`config.mk`:
```
export PLATFORM = sky130hd
export DESIGN_NAME = exec_iter_muldiv_flat
export DESIGN_NICKNAME = d
export VERILOG_FILES = /design/src/rtl/exec_iter_muldiv_if.sv /design/src/rtl/exec_iter_muldiv.sv /design/src/flat_wrapper.sv
export SDC_FILE = /design/constraint.sdc
export NUM_CORES = 1
export LEC_CHECK = 0
export ABC_AREA = 1
export CELL_PAD_IN_SITES_DETAIL_PLACEMENT = 1
export CELL_PAD_IN_SITES_GLOBAL_PLACEMENT = 1
export CORE_MARGIN = 2
export CORE_UTILIZATION = 42
export DETAILED_ROUTE_END_ITERATION = 10
export PLACE_DENSITY = 0.92
export SYNTH_ARGS = -nofsm -noshare
export SYNTH_HDL_FRONTEND = slang
export SYNTH_SLANG_ARGS = --single-unit
```
`constraint.sdc`:
```
create_clock -name clk -period 6.8 [get_ports clk]
set_input_delay 1.7 -clock clk [delete_from_list [all_inputs] [get_ports clk]]
set_output_delay 1.7 -clock clk [all_outputs]
set_load 0.02 [all_outputs]
```
`src/rtl/exec_iter_muldiv_if.sv`:
```
// rtl/exec_iter_muldiv_if.sv - issue/result bundle for the iterative multiply/divide unit
interface exec_iter_muldiv_if #(
  parameter int W_OPR   = 32,
  parameter int W_RD    = 5,
  parameter int W_FLAGS = 4
);
  logic               v_i;
  logic [1:0]         op_i;
  logic               signed_i;
  logic [W_OPR-1:0]   opr0_i;
  logic [W_OPR-1:0]   opr1_i;
  logic               wb_i;
  logic [W_RD-1:0]    wb_r_i;
  logic               kill_i;
  logic               stall_i;
  logic               stall_o;
  logic               v_o;
  logic [W_OPR-1:0]   result_o;
  logic [W_FLAGS-1:0] flags_o;
  logic               wb_o;
  logic [W_RD-1:0]    wb_r_o;

  modport master (
    output v_i, op_i, signed_i, opr0_i, opr1_i, wb_i, wb_r_i, kill_i, stall_i,
    input  stall_o, v_o, result_o, flags_o, wb_o, wb_r_o
  );

  modport slave (
    input  v_i, op_i, signed_i, opr0_i, opr1_i, wb_i, wb_r_i, kill_i, stall_i,
    output stall_o, v_o, result_o, flags_o, wb_o, wb_r_o
  );
endinterface

```
`src/rtl/exec_iter_muldiv.sv`:
```
// rtl/exec_iter_muldiv.sv - one-bit-per-cycle shift-add multiplier and restoring divider
module exec_iter_muldiv #(
  parameter int W_OPR   = 32,
  parameter int W_RD    = 5,
  parameter int W_FLAGS = 4
) (
  input  logic                clk,
  input  logic                reset,
  exec_iter_muldiv_if.slave   bus
);
  localparam int W_CNT = (W_OPR > 1) ? $clog2(W_OPR) : 1;
  localparam logic [W_CNT-1:0] LAST_ITER = W_CNT'(W_OPR - 1);

  localparam logic [1:0] S_IDLE = 2'd0;
  localparam logic [1:0] S_BUSY = 2'd1;
  localparam logic [1:0] S_DONE = 2'd2;

  logic [1:0]         state;
  logic [1:0]         op_q;
  logic               sgn_q;
  logic               wb_q;
  logic [W_RD-1:0]    wb_r_q;
  logic               neg_res_q;
  logic               neg_rem_q;
  logic               ovf_q;
  logic [W_OPR-1:0]   b_q;
  logic [2*W_OPR-1:0] acc_q;
  logic [W_CNT-1:0]   cnt_q;
  logic [W_OPR-1:0]   res_q;
  logic [W_FLAGS-1:0] flags_q;

  logic               neg0, neg1, div0, min_m1, accept;
  logic [W_OPR-1:0]   mag0, mag1;

  assign neg0   = bus.signed_i & bus.opr0_i[W_OPR-1];
  assign neg1   = bus.signed_i & bus.opr1_i[W_OPR-1];
  assign mag0   = neg0 ? -bus.opr0_i : bus.opr0_i;
  assign mag1   = neg1 ? -bus.opr1_i : bus.opr1_i;
  assign div0   = (bus.opr1_i == '0);
  assign min_m1 = bus.signed_i & (bus.opr0_i == {1'b1, {(W_OPR-1){1'b0}}}) & (&bus.opr1_i);
  assign accept = (state == S_IDLE) & bus.v_i & ~bus.kill_i;

  // acc holds {product_hi, multiplier} for MUL and {remainder, quotient} for DIV
  logic [W_OPR:0]     mul_add, div_shl, div_diff;
  logic               div_ge;
  logic [W_OPR-1:0]   rem_nx;
  logic [2*W_OPR-1:0] acc_nx, prod_s;
  logic [W_OPR-1:0]   quo_s, rem_s, res_nx;
  logic               carry_nx;

  always_comb begin
    mul_add  = {1'b0, acc_q[2*W_OPR-1:W_OPR]} + (acc_q[0] ? {1'b0, b_q} : '0);
    div_shl  = {acc_q[2*W_OPR-1:W_OPR], acc_q[W_OPR-1]};
    div_diff = div_shl - {1'b0, b_q};
    div_ge   = ~div_diff[W_OPR];
    rem_nx   = div_ge ? div_diff[W_OPR-1:0] : div_shl[W_OPR-1:0];
    acc_nx   = op_q[1] ? {rem_nx, acc_q[W_OPR-2:0], div_ge}
                       : {mul_add, acc_q[W_OPR-1:1]};
    prod_s   = neg_res_q ? -acc_nx : acc_nx;
    quo_s    = neg_res_q ? -acc_nx[W_OPR-1:0] : acc_nx[W_OPR-1:0];
    rem_s    = neg_rem_q ? -acc_nx[2*W_OPR-1:W_OPR] : acc_nx[2*W_OPR-1:W_OPR];
    case (op_q)
      2'b00:   res_nx = prod_s[W_OPR-1:0];
      2'b01:   res_nx = prod_s[2*W_OPR-1:W_OPR];
      2'b10:   res_nx = quo_s;
      default: res_nx = rem_s;
    endcase
    if (op_q[1])
      carry_nx = 1'b0;
    else if (sgn_q)
      carry_nx = prod_s[2*W_OPR-1:W_OPR] != {W_OPR{prod_s[W_OPR-1]}};
    else
      carry_nx = prod_s[2*W_OPR-1:W_OPR] != '0;
  end

  always_ff @(posedge clk or posedge reset) begin
    if (reset) begin
      state     <= S_IDLE;
      op_q      <= '0;
      sgn_q     <= 1'b0;
      wb_q      <= 1'b0;
      wb_r_q    <= '0;
      neg_res_q <= 1'b0;
      neg_rem_q <= 1'b0;
      ovf_q     <= 1'b0;
      b_q       <= '0;
      acc_q     <= '0;
      cnt_q     <= '0;
      res_q     <= '0;
      flags_q   <= '0;
    end else begin
      case (state)
        S_IDLE: begin
          if (accept) begin
            op_q      <= bus.op_i;
            sgn_q     <= bus.signed_i;
            wb_q      <= bus.wb_i;
            wb_r_q    <= bus.wb_r_i;
            // a zero divisor keeps the all-ones quotient uncorrected
            neg_res_q <= (neg0 ^ neg1) & ~(bus.op_i[1] & div0);
            neg_rem_q <= neg0;
            ovf_q     <= bus.op_i[1] & (div0 | min_m1);
            b_q       <= mag1;
            acc_q     <= {{W_OPR{1'b0}}, mag0};
            cnt_q     <= '0;
            state     <= S_BUSY;
          end
        end
        S_BUSY: begin
          if (bus.kill_i) begin
            state <= S_IDLE;
          end else begin
            acc_q <= acc_nx;
            cnt_q <= cnt_q + 1'b1;
            if (cnt_q == LAST_ITER) begin
              res_q   <= res_nx;
              flags_q <= W_FLAGS'({ovf_q, res_nx[W_OPR-1], res_nx == '0, carry_nx});
              state   <= S_DONE;
            end
          end
        end
        S_DONE: begin
          if (bus.kill_i || !bus.stall_i)
            state <= S_IDLE;
        end
        default: state <= S_IDLE;
      endcase
    end
  end

  assign bus.stall_o  = accept | (state == S_BUSY) | ((state == S_DONE) & bus.stall_i);
  assign bus.v_o      = (state == S_DONE);
  assign bus.result_o = res_q;
  assign bus.flags_o  = flags_q;
  assign bus.wb_o     = wb_q & (state == S_DONE);
  assign bus.wb_r_o   = wb_r_q;
endmodule

```
`src/flat_wrapper.sv`:
```
// flat-port wrapper written by rule: the top's interface ports become plain ports
module exec_iter_muldiv_flat 
#(
  parameter int W_OPR   = 32,
  parameter int W_RD    = 5,
  parameter int W_FLAGS = 4
)
  (clk, reset, bus_v_i, bus_op_i, bus_signed_i, bus_opr0_i, bus_opr1_i, bus_wb_i, bus_wb_r_i, bus_kill_i, bus_stall_i, bus_stall_o, bus_v_o, bus_result_o, bus_flags_o, bus_wb_o, bus_wb_r_o);
  exec_iter_muldiv_if #(.W_OPR(W_OPR), .W_RD(W_RD), .W_FLAGS(W_FLAGS)) bus_i ();
  input  logic clk;
  input  logic reset;
  input wire logic [$bits(bus_i.v_i)-1:0] bus_v_i;
  input wire logic [$bits(bus_i.op_i)-1:0] bus_op_i;
  input wire logic [$bits(bus_i.signed_i)-1:0] bus_signed_i;
  input wire logic [$bits(bus_i.opr0_i)-1:0] bus_opr0_i;
  input wire logic [$bits(bus_i.opr1_i)-1:0] bus_opr1_i;
  input wire logic [$bits(bus_i.wb_i)-1:0] bus_wb_i;
  input wire logic [$bits(bus_i.wb_r_i)-1:0] bus_wb_r_i;
  input wire logic [$bits(bus_i.kill_i)-1:0] bus_kill_i;
  input wire logic [$bits(bus_i.stall_i)-1:0] bus_stall_i;
  output wire logic [$bits(bus_i.stall_o)-1:0] bus_stall_o;
  output wire logic [$bits(bus_i.v_o)-1:0] bus_v_o;
  output wire logic [$bits(bus_i.result_o)-1:0] bus_result_o;
  output wire logic [$bits(bus_i.flags_o)-1:0] bus_flags_o;
  output wire logic [$bits(bus_i.wb_o)-1:0] bus_wb_o;
  output wire logic [$bits(bus_i.wb_r_o)-1:0] bus_wb_r_o;
  assign bus_i.v_i = bus_v_i;
  assign bus_i.op_i = bus_op_i;
  assign bus_i.signed_i = bus_signed_i;
  assign bus_i.opr0_i = bus_opr0_i;
  assign bus_i.opr1_i = bus_opr1_i;
  assign bus_i.wb_i = bus_wb_i;
  assign bus_i.wb_r_i = bus_wb_r_i;
  assign bus_i.kill_i = bus_kill_i;
  assign bus_i.stall_i = bus_stall_i;
  assign bus_stall_o = bus_i.stall_o;
  assign bus_v_o = bus_i.v_o;
  assign bus_result_o = bus_i.result_o;
  assign bus_flags_o = bus_i.flags_o;
  assign bus_wb_o = bus_i.wb_o;
  assign bus_wb_r_o = bus_i.wb_r_o;
  exec_iter_muldiv #(.W_OPR(W_OPR), .W_RD(W_RD), .W_FLAGS(W_FLAGS)) u_core (.clk(clk), .reset(reset), .bus(bus_i));
endmodule
```
==> flow_summary.toml <==
[placement]
placed_area_sq_um = 19400
io_buffer_count = 121
dp_hpwl_um = 63700
finalWeightedCongestion = 1.01

[power]
static-leakage-power_uw = 0.0103
power_frac_comb_pct = 74.5
seq_power_share_pct = 14.8
total_power_uw = 9450
switching_power_uw = 5940
p_sw_share_pct = 62.8
internal_power_uw = 3510
ir_drop_v = 0.000245
power.density_nw_per_um2 = 473
clockPowerShare_pct = 10.7

[drt]
num_vias = 21800
first_pass_iters = 6
postRouteAntennaNets = 0
initialDrtViolationCount = 1943
m1WireLength_um = 34700
met3_length_um = 5600
wire_per_inst_um = 21.7
wirelength_um = 80500
avgViaCountPerCell = 5.86
drc = 0
met2WireLength_um = 36100
top_layer_used = "met4"

[synthesis]
syn_area_per_cell_sq_um = 5.74
ys.flop_type = "dfrtp_1"
ys_ff_latch = 150
synthTopCellsByArea = "nand2_1 (22%), dfrtp_1 (21%), inv_1 (8.7%)"
yosys_warnings = 0
syn-cell-area_sq_um = 17800
yosysTopAreaCell = "nand2_1"
synth_cell_types = 54
async_reset_ff_share_pct = 100
syn_inst = 3106
synth_nets = 3257
synth_top_area_share_pct = 21.8
synth-edff-count = 0
synth.yosys.seq_area_share_pct = 21.1

[die]
num_rows = 75
die-area_sq_um = 44100
core-area_sq_um = 41900
ios = 122
start_util_pct = 42.5
die_y_um = 210
die_w_um = 210

[clock_network]
cts_buffer_depth = 2
htreeDepth = 4
post_cts_buffers = 0
clk_pin_slew_ns = 0.08
numCtsBuffers = 17
cts_tree = "built"
root_buffer = "clkbuf_16"
clock_latency_ns = 0.49
clock_sinks = 150
ctsHoldBuffers = 0
cts_resized = 0

[worst_hold_path]
hold_depth = 2
worstHoldStart = "u_core.bus.result_o[17]$_DFFE_PP0P_"
worstHoldPathType = "register to register"
holdPathEnd = "u_core.bus.result_o[17]$_DFFE_PP0P_"

[grt]
antenna_found_initial = 3
grt_overflow = 0
grt_pass1_wl_um = 126000
grt.total_usage_pct = 36.8
grt_pass1_vias = 22400
grt_max_degree = 102

[critical_path]
arrival_ns = 5.96
cp_slowest_cell = "fa_1"
worst_setup_path_start_kind = "register"
path_common_cell = "nand2_1"
reg2reg_slack_ns = 1.24
worstReg2RegEnd = "u_core.bus.flags_o[1]$_DFFE_PP0P_"
crit_fanout = 13
endpoint_kind = "register"
worst_r2r_path_depth = 39
required_ns = 7.21
worstSetupPathType = "register to register"
reg2reg_from = "u_core.acc_q[31]$_DFFE_PP0P_"
critPathMaxStageDelay_ns = 0.42

[timing]
slew_viol_final = 0
finalCritPeriodShare_pct = 81.7
finalHoldViolations = 0
fin_tns_setup_ns = 0
min_period_ns = 5.56
whs_ns = 0.487
max_freq_mhz = 180
setup-violations-final = 0
slew_headroom_pct = 18.2
skew_ns = 0.0215
rsz0062_at_grt = "no"
max_slew.worst_pin.slew_ns = 1.22

[finish]
design_area_sq_um = 20000
syn_to_final_growth_pct = 12.2
n_antenna_cell = 0
drive_above_1_share_pct = 5.85
post-route-util_pct = 47.6
finalNetCount = 3316

[job]
max_cap_violations = 0

[run_status]
status = "completed"
cell usage after synthesis, drive strengths merged, types with 6 or more instances:
| cell | n |
|---|---|
| inv | 426 |
| nand3 | 275 |
| o21bai | 10 |
| o221ai | 11 |
| nand2 | 1075 |
| nor3 | 55 |
| xor2 | 56 |
| clkinv | 6 |
| buf | 33 |
| nor2 | 353 |
| nand3b | 20 |
| nand4 | 32 |
| a21o | 8 |
| xnor2 | 10 |
| o211ai | 26 |
| a21oi | 121 |
| clkbuf | 61 |
| o21ai | 236 |
| o22ai | 22 |
| dfrtp | 150 |
| ha | 71 |
| or2 | 15 |
power groups by stage:
| stage | combinational [uW] | sequential (uW) | clock [uW] |
|---|---|---|---|
| 4_1_cts | 6880 | 1390 | 1020 |
| 5_1_grt | 7720 | 1410 | 1050 |
| 3_5_place_dp | 6800 | 1400 | 0 |
| 6_report | 7040 | 1400 | 1010 |
| 2_1_floorplan | 4850 | 1230 | 0 |
| 3_3_place_gp | 6620 | 1390 | 0 |
through the flow:
stage / cells / setup WS (ns)
global placement: 3685 / 1.31
finish: 3717 / 1.24
global route: 3717 / 0.583
CTS: 3717 / 1.35
detailed placement: 3685 / 1.12
floorplan: 3106 / 1.06
cell usage in the layout, fill, tap and decap left out, types with 22 or more instances in the layout:
cell,n
a21oi_1,114
clkdlybuf4s50_1,121
dfrtp_1,147
ha_1,71
inv_1,409
nand2_1,1035
nand2_2,31
nand3_1,261
nand4_1,30
nor2_1,322
nor2_2,25
nor3_1,47
o211ai_1,26
o21ai_0,212
o22ai_1,22
xor2_1,56
flip-flops by register name, summed over array words and instances (netlist names):
| signal | flops |
|---|---|
| u_core.acc_q | 64 |
| u_core.op_q | 2 |
| u_core.wb_q | 1 |
| u_core.ovf_q | 1 |
| u_core.state | 2 |
| u_core.bus.result_o | 31 |
| u_core.sgn_q | 1 |
| u_core.b_q | 32 |
| u_core.neg_rem_q | 1 |
| u_core.bus.flags_o | 4 |
| u_core.neg_res_q | 1 |
| u_core.bus.wb_r_o | 5 |
| u_core.cnt_q | 5 |
routing by layer:
layer	vias up	global-route usage (%)
met5	-	0
met4	0	18.4
met3	226	5.88
met2	848	59.3
met1	10700	48.1
li1	10100	-
worst max-delay path by stage:
stage,from,end,cells after the start
6_report,u_core.acc_q[31]$_DFFE_PP0P_,u_core.bus.flags_o[1]$_DFFE_PP0P_,39
3_3_place_gp,bus_opr1_i[4],u_core.b_q[29]$_DFFE_PP0P_,17
2_1_floorplan,reset,u_core.acc_q[0]$_DFFE_PP0P_,1
3_5_place_dp,bus_opr1_i[1],u_core.b_q[28]$_DFFE_PP0P_,19
5_1_grt,u_core.acc_q[31]$_DFFE_PP0P_,u_core.bus.flags_o[1]$_DFFE_PP0P_,39
4_1_cts,u_core.acc_q[31]$_DFFE_PP0P_,u_core.bus.flags_o[1]$_DFFE_PP0P_,39
area by class of cell:
type | count | area (sq um)
inverter | 432 | 1630
fill | 5899 | 22000
timing repair buffer | 134 | 1310
clock buffer | 17 | 425
multi-input combinational | 2430 | 12000
tap | 539 | 674
sequential | 150 | 3760
clock inverter | 15 | 181
logic make-up (layout without fill, tap and decap cells):
family | Yosys count | count (layout) | synth area share, %
mux | 1 | 1 | 0.0562
compound gates | 454 | 454 | 14.4
fa+ha+maj | 73 | 73 | 5.21
buf+inv | 526 | 598 | 11.6
xor+xnor | 66 | 66 | 3.24
simple gates | 1836 | 1836 | 44.5
flops | 150 | 150 | 21.1
worst max-delay path: cells and delay by family, from the launching register on:
kind / cells / cell delay [ns]
buf+inv: 4 / 0.36
fa+ha+maj: 3 / 0.85
flops: 1 / 0.35
simple gates: 32 / 3.89
Power figures use the tool's default switching activity.
